File: config.mk
export PLATFORM = sky130hd
export DESIGN_NAME = unpacked_mx_fifo
export DESIGN_NICKNAME = d
export VERILOG_FILES = /design/src/rtl/unpacked_mx_fifo.sv
export SDC_FILE = /design/constraint.sdc
export NUM_CORES = 1
export LEC_CHECK = 0
export CORE_ASPECT_RATIO = 1.4
export CORE_MARGIN = 2
export CORE_UTILIZATION = 28
export CTS_BUF_LIST = sky130_fd_sc_hd__clkbuf_4 sky130_fd_sc_hd__clkbuf_8 sky130_fd_sc_hd__clkbuf_16
export DETAILED_ROUTE_END_ITERATION = 12
export PLACE_DENSITY_LB_ADDON = 0.12
export SLEW_MARGIN = 20
export SYNTH_ARGS = -nofsm -noshare
export SYNTH_HDL_FRONTEND = slang
export SYNTH_SLANG_ARGS = --single-unit
export TNS_END_PERCENT = 5
File: constraint.sdc
create_clock -name clk -period 4.6 [get_ports clk]
set_clock_uncertainty 0.2 [all_clocks]
set_input_delay 0.92 -clock clk [delete_from_list [all_inputs] [get_ports clk]]
set_output_delay 0.92 -clock clk [all_outputs]
set_load 0.02 [all_outputs]
File: src/rtl/unpacked_mx_fifo.sv
// unpacked_mx_fifo: first-word-fall-through FIFO for MX blocks.
// Each entry holds IN_SIZE mantissas plus one shared exponent. These values
// are always written and read together in the same entry.
// Optional feature: define MX_FIFO_BYPASS_EN to let a block pass straight
// through while the FIFO is empty. In that case the output is combinational
// from the input.
module unpacked_mx_fifo #(
    parameter int DEPTH     = 16,
    parameter int MAN_WIDTH = 4,
    parameter int EXP_WIDTH = 8,
    parameter int IN_SIZE   = 1
) (
    input  logic                         clk,
    input  logic                         rst,
    input  logic [MAN_WIDTH-1:0]         mdata_in [IN_SIZE-1:0],
    input  logic [EXP_WIDTH-1:0]         edata_in,
    input  logic                         data_in_valid,
    output logic                         data_in_ready,
    output logic [MAN_WIDTH-1:0]         mdata_out [IN_SIZE-1:0],
    output logic [EXP_WIDTH-1:0]         edata_out,
    output logic                         data_out_valid,
    input  logic                         data_out_ready,
    output logic [$clog2(DEPTH+1)-1:0]   count,
    output logic                         full,
    output logic                         empty
);

    localparam int PTR_W = (DEPTH > 1) ? $clog2(DEPTH) : 1;
    localparam int CNT_W = $clog2(DEPTH + 1);

    // Storage is not reset. Entries are only visible through rd_ptr/count,
    // so any stale contents are never observed.
    logic [MAN_WIDTH-1:0] mem_m [DEPTH][IN_SIZE];
    logic [EXP_WIDTH-1:0] mem_e [DEPTH];

    logic [PTR_W-1:0] wr_ptr;
    logic [PTR_W-1:0] rd_ptr;
    logic             push;
    logic             pop;
    logic             bypass_take;

    // Pointer increment that wraps at DEPTH-1. This works for any DEPTH,
    // including values that are not a power of two.
    function automatic logic [PTR_W-1:0] next_ptr(input logic [PTR_W-1:0] p);
        if (p == PTR_W'(DEPTH - 1))
            return '0;
        else
            return p + PTR_W'(1);
    endfunction

    assign full          = (count == CNT_W'(DEPTH));
    assign empty         = (count == '0);
    assign data_in_ready = !full;

`ifdef MX_FIFO_BYPASS_EN
    // An empty FIFO with a ready consumer hands the input block straight out.
    assign bypass_take = empty && data_in_valid && data_out_ready && !rst;
`else
    assign bypass_take = 1'b0;
`endif

    // Handshakes. A bypassed block is never stored. The pop condition only
    // looks at real stored entries.
    assign push = data_in_valid && data_in_ready && !bypass_take;
    assign pop  = !empty && data_out_ready;

    // Control state: pointers and occupancy, asynchronously cleared
    always_ff @(posedge clk or posedge rst) begin
        if (rst) begin
            wr_ptr <= '0;
            rd_ptr <= '0;
            count  <= '0;
        end else begin
            if (push)
                wr_ptr <= next_ptr(wr_ptr);
            if (pop)
                rd_ptr <= next_ptr(rd_ptr);
            if (push && !pop)
                count <= count + CNT_W'(1);
            else if (pop && !push)
                count <= count - CNT_W'(1);
        end
    end

    // Storage write: the whole MX block lands in a single entry
    always_ff @(posedge clk) begin
        if (push) begin
            for (int i = 0; i < IN_SIZE; i++)
                mem_m[wr_ptr][i] <= mdata_in[i];
            mem_e[wr_ptr] <= edata_in;
        end
    end

    // Output mux: show the head entry, show the bypassed input, or drive zeros
    always_comb begin
        data_out_valid = 1'b0;
        edata_out      = '0;
        for (int i = 0; i < IN_SIZE; i++)
            mdata_out[i] = '0;
        if (!empty) begin
            data_out_valid = 1'b1;
            edata_out      = mem_e[rd_ptr];
            for (int i = 0; i < IN_SIZE; i++)
                mdata_out[i] = mem_m[rd_ptr][i];
        end
`ifdef MX_FIFO_BYPASS_EN
        else if (data_in_valid && !rst) begin
            data_out_valid = 1'b1;
            edata_out      = edata_in;
            for (int i = 0; i < IN_SIZE; i++)
                mdata_out[i] = mdata_in[i];
        end
`endif
    end

endmodule

After elaboration in Yosys (flattened, before gate mapping)
Memories as Yosys holds them, arrays and structs flattened.
Index checks and enable logic that the tools add are counted.
{"block": "op_classes", "addsub": 4, "n_reduce_logical": 10, "muxes": 9, "eq_ne": 3}
{"cell": "$mux W4", "count": 3}
{"cell": "$mux W5", "count": 2}
{"cell": "$add A4 B1 Y4 const B", "count": 2}
{"cell": "$eq A4 B4 Y1 const B", "count": 2}
{"cell": "$mux W8", "count": 1}
{"cell": "$add A5 B1 Y5 const B", "count": 1}
{"cell": "$eq A5 B5 Y1 const B", "count": 1}
{"cell": "$logic_not A5 Y1", "count": 1}
{"cell": "$sub A5 B1 Y5 const B", "count": 1}
{"cell": "$logic_and A1 B1 Y1", "count": 4}
{"cell": "$logic_not A1 Y1", "count": 4}
{"cell": "$mux W1", "count": 3}
{"cell": "$reduce_bool A2 Y1", "count": 1}
{"block": "word_totals", "mem_count": 2, "ram_bits": 192, "register_bits": 13, "output_inout_bits": 21}
{"memory": "mem_e", "depth": 16, "width": 8, "rd": 1, "rd_ports_with_merged_regs": 0, "wr": 1, "line": "34", "text": "logic [EXP_WIDTH-1:0] mem_e [DEPTH];"}
{"memory": "mem_m", "depth": 16, "width": 4, "rd": 1, "rd_ports_with_merged_regs": 0, "wr": 1, "line": "33", "text": "logic [MAN_WIDTH-1:0] mem_m [DEPTH][IN_SIZE];"}

Longest topological paths before layout
Gate-level depths: netlist of the first run.
{"block": "depth", "word_depth": 7, "mapped_depth": 11, "ltp_nobuf": 10}

Least setup slack after synthesis of the first run
Ideal clock, no wire load.
{"block": "synth_path", "kind": "input to register", "start": "input port data_in_valid", "end": "register count[4]", "stages": 9, "path_buffers": 1, "required_ns": 4.274, "setup_ns": 0.126, "slack_ns": 1.407, "arrival_time_ns": 2.866, "cell_sequence": "a21boi_0 -> clkbuf_1 -> ha_1 -> inv_1 -> ha_1 -> nor2b_1 -> o21a_1 -> o211a_1 -> a311o_1"}
{"block": "synth_via", "elab_chain_len": 4}
{"element": "from (decl)", "line": "17", "text": "input logic data_in_valid,"}
{"element": "$logic_and A1 B1 Y1 (*)", "line": "64", "text": "assign push = data_in_valid && data_in_ready && !bypass_take;"}
{"element": "named net push", "line": "38", "text": "logic push;"}
{"element": "$logic_not A1 Y1", "line": "80", "text": "else if (pop && !push)"}
{"element": "$logic_and A1 B1 Y1", "line": "80"}
{"element": "$reduce_bool A2 Y1 (no line)"}
{"element": "to (signal assigned)", "line": "79", "text": "count <= count + CNT_W'(1);"}
{"element": "to (signal assigned)", "line": "81", "text": "count <= count - CNT_W'(1);"}
{"element": "to (decl)", "line": "23", "text": "output logic [$clog2(DEPTH+1)-1:0] count,"}
Mark *: on every way through the listed nets, which the timed path passes. The rest lies on a longest branch.
A chain may end at the register's enable or synchronous reset.

Worst setup path in the final report of the first run
{"block": "layout_path", "start": "register rd_ptr[1]", "end": "output port edata_out[7]"}
{"block": "layout_via", "elab_chain_len": 2}
{"element": "from (decl)", "line": "37", "text": "logic [PTR_W-1:0] rd_ptr;"}
{"element": "from (signal assigned)", "line": "77", "text": "rd_ptr <= next_ptr(rd_ptr);"}
{"element": "$mem_v2 Z16 W8"}
{"element": "$mux W8", "line": "100", "text": "if (!empty) begin"}
{"element": "to (decl)", "line": "20", "text": "output logic [EXP_WIDTH-1:0] edata_out,"}
Every way passes these cells.

==> impl_summary.md, run 1 <==
Worst setup path
For the worst setup path, the data arrival time is 3290 ps. The type of the setup path with the least slack is register to output port. The startpoint kind of the worst setup timing path is a register. The type of destination of the critical path is an output port. The worst register-to-register path has a depth of 11. For the worst setup path, the data required time is about 3500 ps. In this run the register-to-register setup slack is 1110 ps. In this run the worst path has a maximum fanout of 21. The worst flop-to-flop path endpoint is count[4]$_DFFE_PP0P_.

The reg-to-reg critical path startpoint is count[0]$_DFFE_PP0P_.

STA
Setup repair after global routing left no endpoint under its margin. The time the worst path needs with I/O delays and setup is 4410 ps. The highest achievable clock rate is 0.227 GHz. The number of max-slew violations in the final report was 0. The final number of hold-violating endpoints is 0. The share of the cycle needed by the critical path after routing is 95.8%. Summed over all failing endpoints, the final setup total negative slack is 0 ps. Measured against its own limit, the worst slew margin works out to 54.1%.

The worst hold slack is 352 ps. The transition time at the pin with the least slew margin is 689 ps. The setup-violating endpoint count in the final report is 0.

Yosys
The share of synthesized registers carrying an async set or reset is between 6 and 7%. The combined area of all synthesized cells is 8310 sq um. The multiplexer fraction of the synthesized cell area is 17.5%. The simple-gate share of the synthesized area is under 10%. Ranked by total cell area, the synthesized netlist is headed by sky130_fd_sc_hd__edfxtp_1 (69%), sky130_fd_sc_hd__mux4_2 (7.9%), sky130_fd_sc_hd__mux4_1 (6.0%).

The most common flop cell mapped by yosys is sky130_fd_sc_hd__edfxtp_1. Synthesis produced ~410 cells. The flip-flop and latch count after synthesis is 205.

The parity-gate share of the synthesized area counting xor and xnor cells is 0.527%. Synthesis produced a netlist with a net count of 439. Yosys instantiated no cell more often than sky130_fd_sc_hd__edfxtp_1.

The post-synthesis share of cell area spent on full adders, half adders and majority gates is under 10%. Each instance of the synthesized netlist takes up on average slightly above 20 sq um. The number of different library cells in the post-synthesis netlist is 35. The number of enable flip-flop cells after synthesis is 192. The number of warnings issued by yosys is 0. After synthesis, the largest family of logic cells by area is multiplexers. The share of the Yosys chip area taken by registers is about three quarters. The synthesized design devotes to its leading area cell type 69.4% of total area. The biggest area consumer among synthesized cells is sky130_fd_sc_hd__edfxtp_1. Summing the areas of all compound-gate instances in the mapped netlist gives under 10% of the synthesized area.

Sorting the synthesized cells by how often they occur yields sky130_fd_sc_hd__edfxtp_1 (192), sky130_fd_sc_hd__mux4_2 (29), sky130_fd_sc_hd__mux4_1 (19).

Global routing
The number of global-route vias before repair is approximately 4400. Across every metal layer, demand over resource in global routing totals 12.7%. The total grt overflow is 0. The maximum number of pins on one net before global-route repair is 32.

The initial antenna violation count is 0. The wire length of the first global-routing pass is 28700 um.

Place
The total of buffers placed on input and output ports is 36. The final HPWL from detailed placement is roughly 12000 um. The routability congestion estimate from global placement is 0.724.

Worst hold path
The class of the tightest hold or removal check is register to register. The worst hold path terminates at count[3]$_DFFE_PP0P_. The startpoint identified for the worst hold timing path is count[3]$_DFFE_PP0P_. The worst hold path passes through 2 cells.

Final layout
The layout overhead on the synthesized area is 21.3%. The share of cells above drive strength 1 is 23.5%. Counting the fill cells in the layout gives 2783.

The post-route core utilization is 34.6%. The final net count is 507. The number of antenna diodes in the final layout is 0.

Clock network
The tree is rooted in a sky130_fd_sc_hd__clkbuf_16. The hold buffer count at CTS is 0. The number of gates resized after CTS is 0.

Clock tree synthesis inserted a total of 24 buffers. In this run the number of H-tree levels came out at 1. The later-pin clock latency in the skew report is 510 ps.

The number of buffers on the longest clock path is 3. Once the clock tree was built, the setup fixing pass inserted 0 buffers. The clock net sink count is 205. The clock-pin slew reported for the worst setup and hold paths after clock tree synthesis is 60 ps. TritonCTS built the clock tree.

Routing
The violation count after the first detailed-routing iteration is 247. Summing over every cut layer, the via total after detailed routing is 4091. The detail route stage leaves a number of antenna-violating nets equal to 0. The first detailed-routing pass took 4 iterations. Wires add up to 19400 um.

In the final routed layout, each cell accounts on average for 22.1 um. After detailed routing, the number of vias per cell comes to 4.66. After detailed routing, the number of remaining DRC violations is 0.

Power
VDD sags by at most 0.292 mV. In this run the power density over the cells is 642 nW/um^2. The design draws 0.00647 W. The static leakage is roughly 3.4 nW.

Job
Across the run, the number of max-cap violations was 0.

Status
The run finished with clean final reports.

Die
The floorplan step defined a core boundary enclosing 29200 sq um. In this run the vertical extent of the chip is 208 um. The die covers 31100 sq um.

Once the floorplan was initialized, standard cells occupied 28.5% of the core. The floorplan step set the die width to 150 um. The count of boundary I/O pins is 37. The row count is 74.
## area by class of cell
class                           instances  area, sq um  area share [%]
Clock buffer                           25          626            6.21
Clock inverter                         19          179            1.77
Inverter                                8         30.0           0.298
Multi-Input combinational cell        176         2090            20.7
Sequential cell                       205         6090            60.5
Tap cell                              380          475            4.72
Timing Repair Buffer                   65          591            5.86
## state kept, by name, indices dropped and copies added, names as in the netlist
name / cells
mem_m: 64
mem_e: 128
wr_ptr: 4
count: 5
rd_ptr: 4
## how the worst max path moves through the flow
stage	from	end	slack [ps]
after global routing	rd_ptr[1]$_DFFE_PP0P_	mdata_out[3]	30
after CTS	rd_ptr[1]$_DFFE_PP0P_	edata_out[7]	100
after detailed placement	rd_ptr[1]$_DFFE_PP0P_	edata_out[7]	660
after global placement	rd_ptr[1]$_DFFE_PP0P_	edata_out[7]	640
after floorplan	data_in_valid	count[4]$_DFFE_PP0P_	1410
final	rd_ptr[1]$_DFFE_PP0P_	edata_out[7]	190
## report_power, final
group	switching [W]	leakage (nW)	internal, W
Sequential	0.000197	1.89	0.00226
Combinational	0.00108	1.11	0.00103
Clock	0.000746	0.392	0.00116
Total	0.00203	3.39	0.00445
## layout by cell type (no fill, tap or decap), types with 9 or more instances in the layout
master / n
sky130_fd_sc_hd__a21oi_1: 14
sky130_fd_sc_hd__buf_4: 28
sky130_fd_sc_hd__clkbuf_16: 25
sky130_fd_sc_hd__clkdlybuf4s50_1: 36
sky130_fd_sc_hd__dfrtp_1: 10
sky130_fd_sc_hd__edfxtp_1: 192
sky130_fd_sc_hd__ha_1: 10
sky130_fd_sc_hd__mux2_2: 14
sky130_fd_sc_hd__mux2i_1: 14
sky130_fd_sc_hd__mux4_1: 19
sky130_fd_sc_hd__mux4_2: 29
sky130_fd_sc_hd__nand2_1: 13
sky130_fd_sc_hd__nor2_1: 14
sky130_fd_sc_hd__o21ai_1: 9
## cell families after synthesis
logic type,count (synthesis)
AND/OR/NAND/NOR,46
adder cells (fa/ha/maj),11
flip-flops,205
multiplexers,76
buffers and inverters,31
AO/OA/AOI/OAI,38
XOR/XNOR,5
## per-stage QoR
stage / instances / worst slack (ps) / instance area, sq um
final: 878 / 193 / 10100
after global routing: 878 / 26.2 / 10100
after CTS: 878 / 101 / 10100
after detailed placement: 834 / 661 / 9280
after global placement: 834 / 644 / 9280
after floorplan: 412 / 1410 / 8310
## layer usage
layer	GRT usage, %	wire (um)	up-vias
met2	22.6	10200	85
met5	0	0	-
li1	-	-	1821
met4	3.94	471	0
met1	15.9	7950	2149
met3	1.69	795	36
## critical path: stages, from the launching register on
cell                              delay, ps
sky130_fd_sc_hd__dfrtp_2                800
sky130_fd_sc_hd__buf_4                  320
sky130_fd_sc_hd__mux4_1                 560
sky130_fd_sc_hd__mux2_2                 280
sky130_fd_sc_hd__o21ai_0                160
sky130_fd_sc_hd__a21oi_1                 80
sky130_fd_sc_hd__clkdlybuf4s50_1        550
Note: power is estimated with default switching activity, not from simulation.
==> inputs of run 2 (changes only) <==
--- a/config.mk
+++ b/config.mk
@@ -5,12 +5,13 @@
 export SDC_FILE = /design/constraint.sdc
 export NUM_CORES = 1
 export LEC_CHECK = 0
+export ABC_CLOCK_PERIOD_IN_PS = 4600
 export CORE_ASPECT_RATIO = 1.4
 export CORE_MARGIN = 2
 export CORE_UTILIZATION = 28
 export CTS_BUF_LIST = sky130_fd_sc_hd__clkbuf_4 sky130_fd_sc_hd__clkbuf_8 sky130_fd_sc_hd__clkbuf_16
 export DETAILED_ROUTE_END_ITERATION = 12
-export PLACE_DENSITY_LB_ADDON = 0.12
+export PLACE_DENSITY = 0.54
 export SLEW_MARGIN = 20
 export SYNTH_ARGS = -nofsm -noshare
 export SYNTH_HDL_FRONTEND = slang
==> impl_summary.md, run 2 (synthesis gave the netlist of run 1 again) <==
Status
The flow ran to the end, and the final reports show no timing, DRC or antenna violations.

STA
The worst relative slew slack is 44.3% (-9.8 points). Setup repair after global routing left no endpoint under its margin. The setup-violating endpoint count in the final report came to 0 (unchanged). The highest achievable clock rate is 0.240 GHz (+5.7%). The final number of hold-violating endpoints was 0 (unchanged).

The transition time at the pin with the least slew margin is 835 ps (+147 ps). The number of max-slew violations in the final report is 0 (unchanged). The share of the cycle needed by the critical path after routing is 90.7% (-5.2 points). The time the worst path needs with I/O delays and setup came to 4170 ps (-237 ps). The total negative slack for setup checks was 0 ps (unchanged).

Worst setup path
The reg-to-reg critical path startpoint is count[0]$_DFFE_PP0P_. For this design, the slowest cell found on the critical path is sky130_fd_sc_hd__mux4_1. The type of destination of the critical path is an output port. The arrival time at the worst endpoint is 3050 ps (-240 ps). The startpoint kind of the worst setup timing path is a register. The data required time at the worst endpoint is 3480 ps (about the same). The worst-case register-to-register setup slack is 1250 ps (+140 ps). The largest fanout on the critical path came to 19 (-9.5%). The number of cells traversed by the worst register-to-register path was 11 (unchanged).

The cell family contributing the most delay on the critical path is buffers and inverters. The type of the setup path with the least slack is register to output port. The number of buffer and inverter stages on the critical path is 2 (unchanged). The critical path's largest stage delay is 600 ps (-200 ps). The worst register-to-register path ends at count[4]$_DFFE_PP0P_. The signal on the critical path passes through buf_4 > mux4_1 > mux2_2 > o21ai_1 > a21oi_1 > clkdlybuf4s50_1.

Routing
The number of iterations in the first detailed-routing pass is 4 (unchanged). The residual DRC count is 0 (unchanged). The detail-routed net length per standard cell came to 20.6 um (-6.5%).

The number of nets still failing antenna checks after routing was 0 (unchanged). The total wire length after detailed routing came to 17900 um (-7.8%). The average via count per standard cell is 4.67 (+0.25%). The violation count after the first detailed-routing iteration is 353 (+43%).

The number of vias in the routed layout was 4045 (-1.1%).

Global routing
The initial antenna violation count is 2 (+2). The number of global-route vias before repair came to 4369 (-0.59%). The maximum number of pins on one net before global-route repair was 42 (+31%). The global routing usage summed across all routing layers is 11.7% (-1.0 points).

The wire length of the first global-routing pass is 27000 um (-6.2%). The total grt overflow came to 0 (unchanged).

Final layout
Ranked by flip-flop count, first place goes to mem_e. The library cell used most frequently in the layout, excluding fill and tap cells, is sky130_fd_sc_hd__edfxtp_1. The share of cells above drive strength 1 is 22.3% (-1.2 points). The number of flip-flops in the largest register is 128 (unchanged). In the layout the commonest cells are sky130_fd_sc_hd__edfxtp_1 (192), sky130_fd_sc_hd__clkdlybuf4s50_1 (36), sky130_fd_sc_hd__mux4_2 (29). The cell area after layout is 9890 sq um (-1.9%). The largest registers in the layout are mem_e x128, mem_m x64, count x5. From synthesis to final layout, the design area changed by 19.0%.

The final net count is 499 (-1.6%).

Worst hold path
For hold timing, the worst endpoint is count[0]$_DFFE_PP0P_. The min-delay analysis places its worst path in the category register to register. The worst hold path startpoint is count[0]$_DFFE_PP0P_. The worst hold path depth came to 1 (-1).

Die
The die span in y is 208 um (unchanged). The die width was 150 um (unchanged). The row count is 74 (unchanged).

The core box area is 29200 sq um (unchanged). The initial core utilization was 28.5% (unchanged). The count of boundary I/O pins is 37 (unchanged). The overall die area is 31100 sq um (unchanged).

Clock network
The later-pin clock latency in the skew report came to 480 ps (-30 ps). The number of gates resized after CTS is 0 (unchanged). CTS placed an instance of sky130_fd_sc_hd__clkbuf_16 at the clock tree root.

The clock net sink count was 205 (unchanged). The setup fix buffers added after clock tree synthesis was 0 (unchanged). The number of buffers on the longest clock path is 3 (unchanged). The CTS tree is yes. The clock buffer count from CTS is 19 (-21%).

The H-tree depth is 1 (unchanged). The clock-pin slew reported for the worst setup and hold paths after clock tree synthesis is 60 ps (about the same). The hold buffer count at CTS was 0 (unchanged).

Job
The number of max-cap violations was 0 (unchanged).

Power
The worst vdd rail ir drop came to 0.236 mV (-19%). The power density over the cells is 613 nW/um^2 (-4.5%). The static leakage is 3.28 nW (-3.2%). The final total power was 0.00606 W (-6.3%).

Place
The routability congestion estimate from global placement was 0.711 (-1.8%). The final HPWL from detailed placement is 11000 um (-10%). The placed cell area came to 9250 sq um (-0.24%).

The total of buffers placed on input and output ports was 36 (unchanged).
run 2: per-stage QoR:
stage	utilization [%]	hold slack (ps)	std cells	setup WS, ps
final	33.9	358	866	430
after global routing	33.9	397	865	243
after CTS	33.9	360	865	361
after detailed placement	31.7	344	831	884
after global placement	31.7	335	831	892
after floorplan	-	412	412	1410
run 2: how the worst max path moves through the flow:
stage | startpoint | end | slack [ps] | depth (start not counted)
after floorplan | data_in_valid | count[4]$_DFFE_PP0P_ | 1410 | 9
after global placement | rd_ptr[1]$_DFFE_PP0P_ | edata_out[2] | 890 | 6
after detailed placement | rd_ptr[1]$_DFFE_PP0P_ | edata_out[0] | 880 | 6
after CTS | rd_ptr[1]$_DFFE_PP0P_ | edata_out[0] | 360 | 6
after global routing | rd_ptr[1]$_DFFE_PP0P_ | edata_out[0] | 240 | 6
final | rd_ptr[1]$_DFFE_PP0P_ | mdata_out[1] | 430 | 6
run 2: cell type report:
type	instances	area, sq um
multi-input cells	176	2090
clock buffers	24	519
flip-flops and latches	205	6090
well taps	380	475
inverters	8	30.0
clock inverters	10	111
repair buffers	62	568
fillers	2744	19300
diodes	1	2.50
run 2: per-layer routing:
metal  vias to the layer above  track usage (%)  share of wire, %
met5                         -                0             0.073
met4                         2             3.32               1.7
met3                        21             1.82               3.9
met2                        74             21.4                54
met1                      2146             14.1                40
li1                       1802                -                 -
run 2: where the power goes:
part / leakage (nW) / total (W) / internal [W] / switching (W)
logic: 1.10 / 0.00202 / 0.00102 / 0.00100
clock network: 0.300 / 0.00158 / 0.000919 / 0.000661
registers: 1.89 / 0.00246 / 0.00225 / 0.000204
total: 3.28 / 0.00606 / 0.00420 / 0.00187
run 2: worst reg2reg max path, stage by stage (launching register included):
cell and delay [ps]:
sky130_fd_sc_hd__dfrtp_1 430, sky130_fd_sc_hd__nor4_1 460, sky130_fd_sc_hd__nand2b_1 130, sky130_fd_sc_hd__buf_4 230
sky130_fd_sc_hd__nand2_1 190, sky130_fd_sc_hd__ha_1 260, sky130_fd_sc_hd__inv_1 150, sky130_fd_sc_hd__ha_1 310
sky130_fd_sc_hd__nor2b_1 130, sky130_fd_sc_hd__o21a_1 210, sky130_fd_sc_hd__o211a_1 210, sky130_fd_sc_hd__a311o_1 310
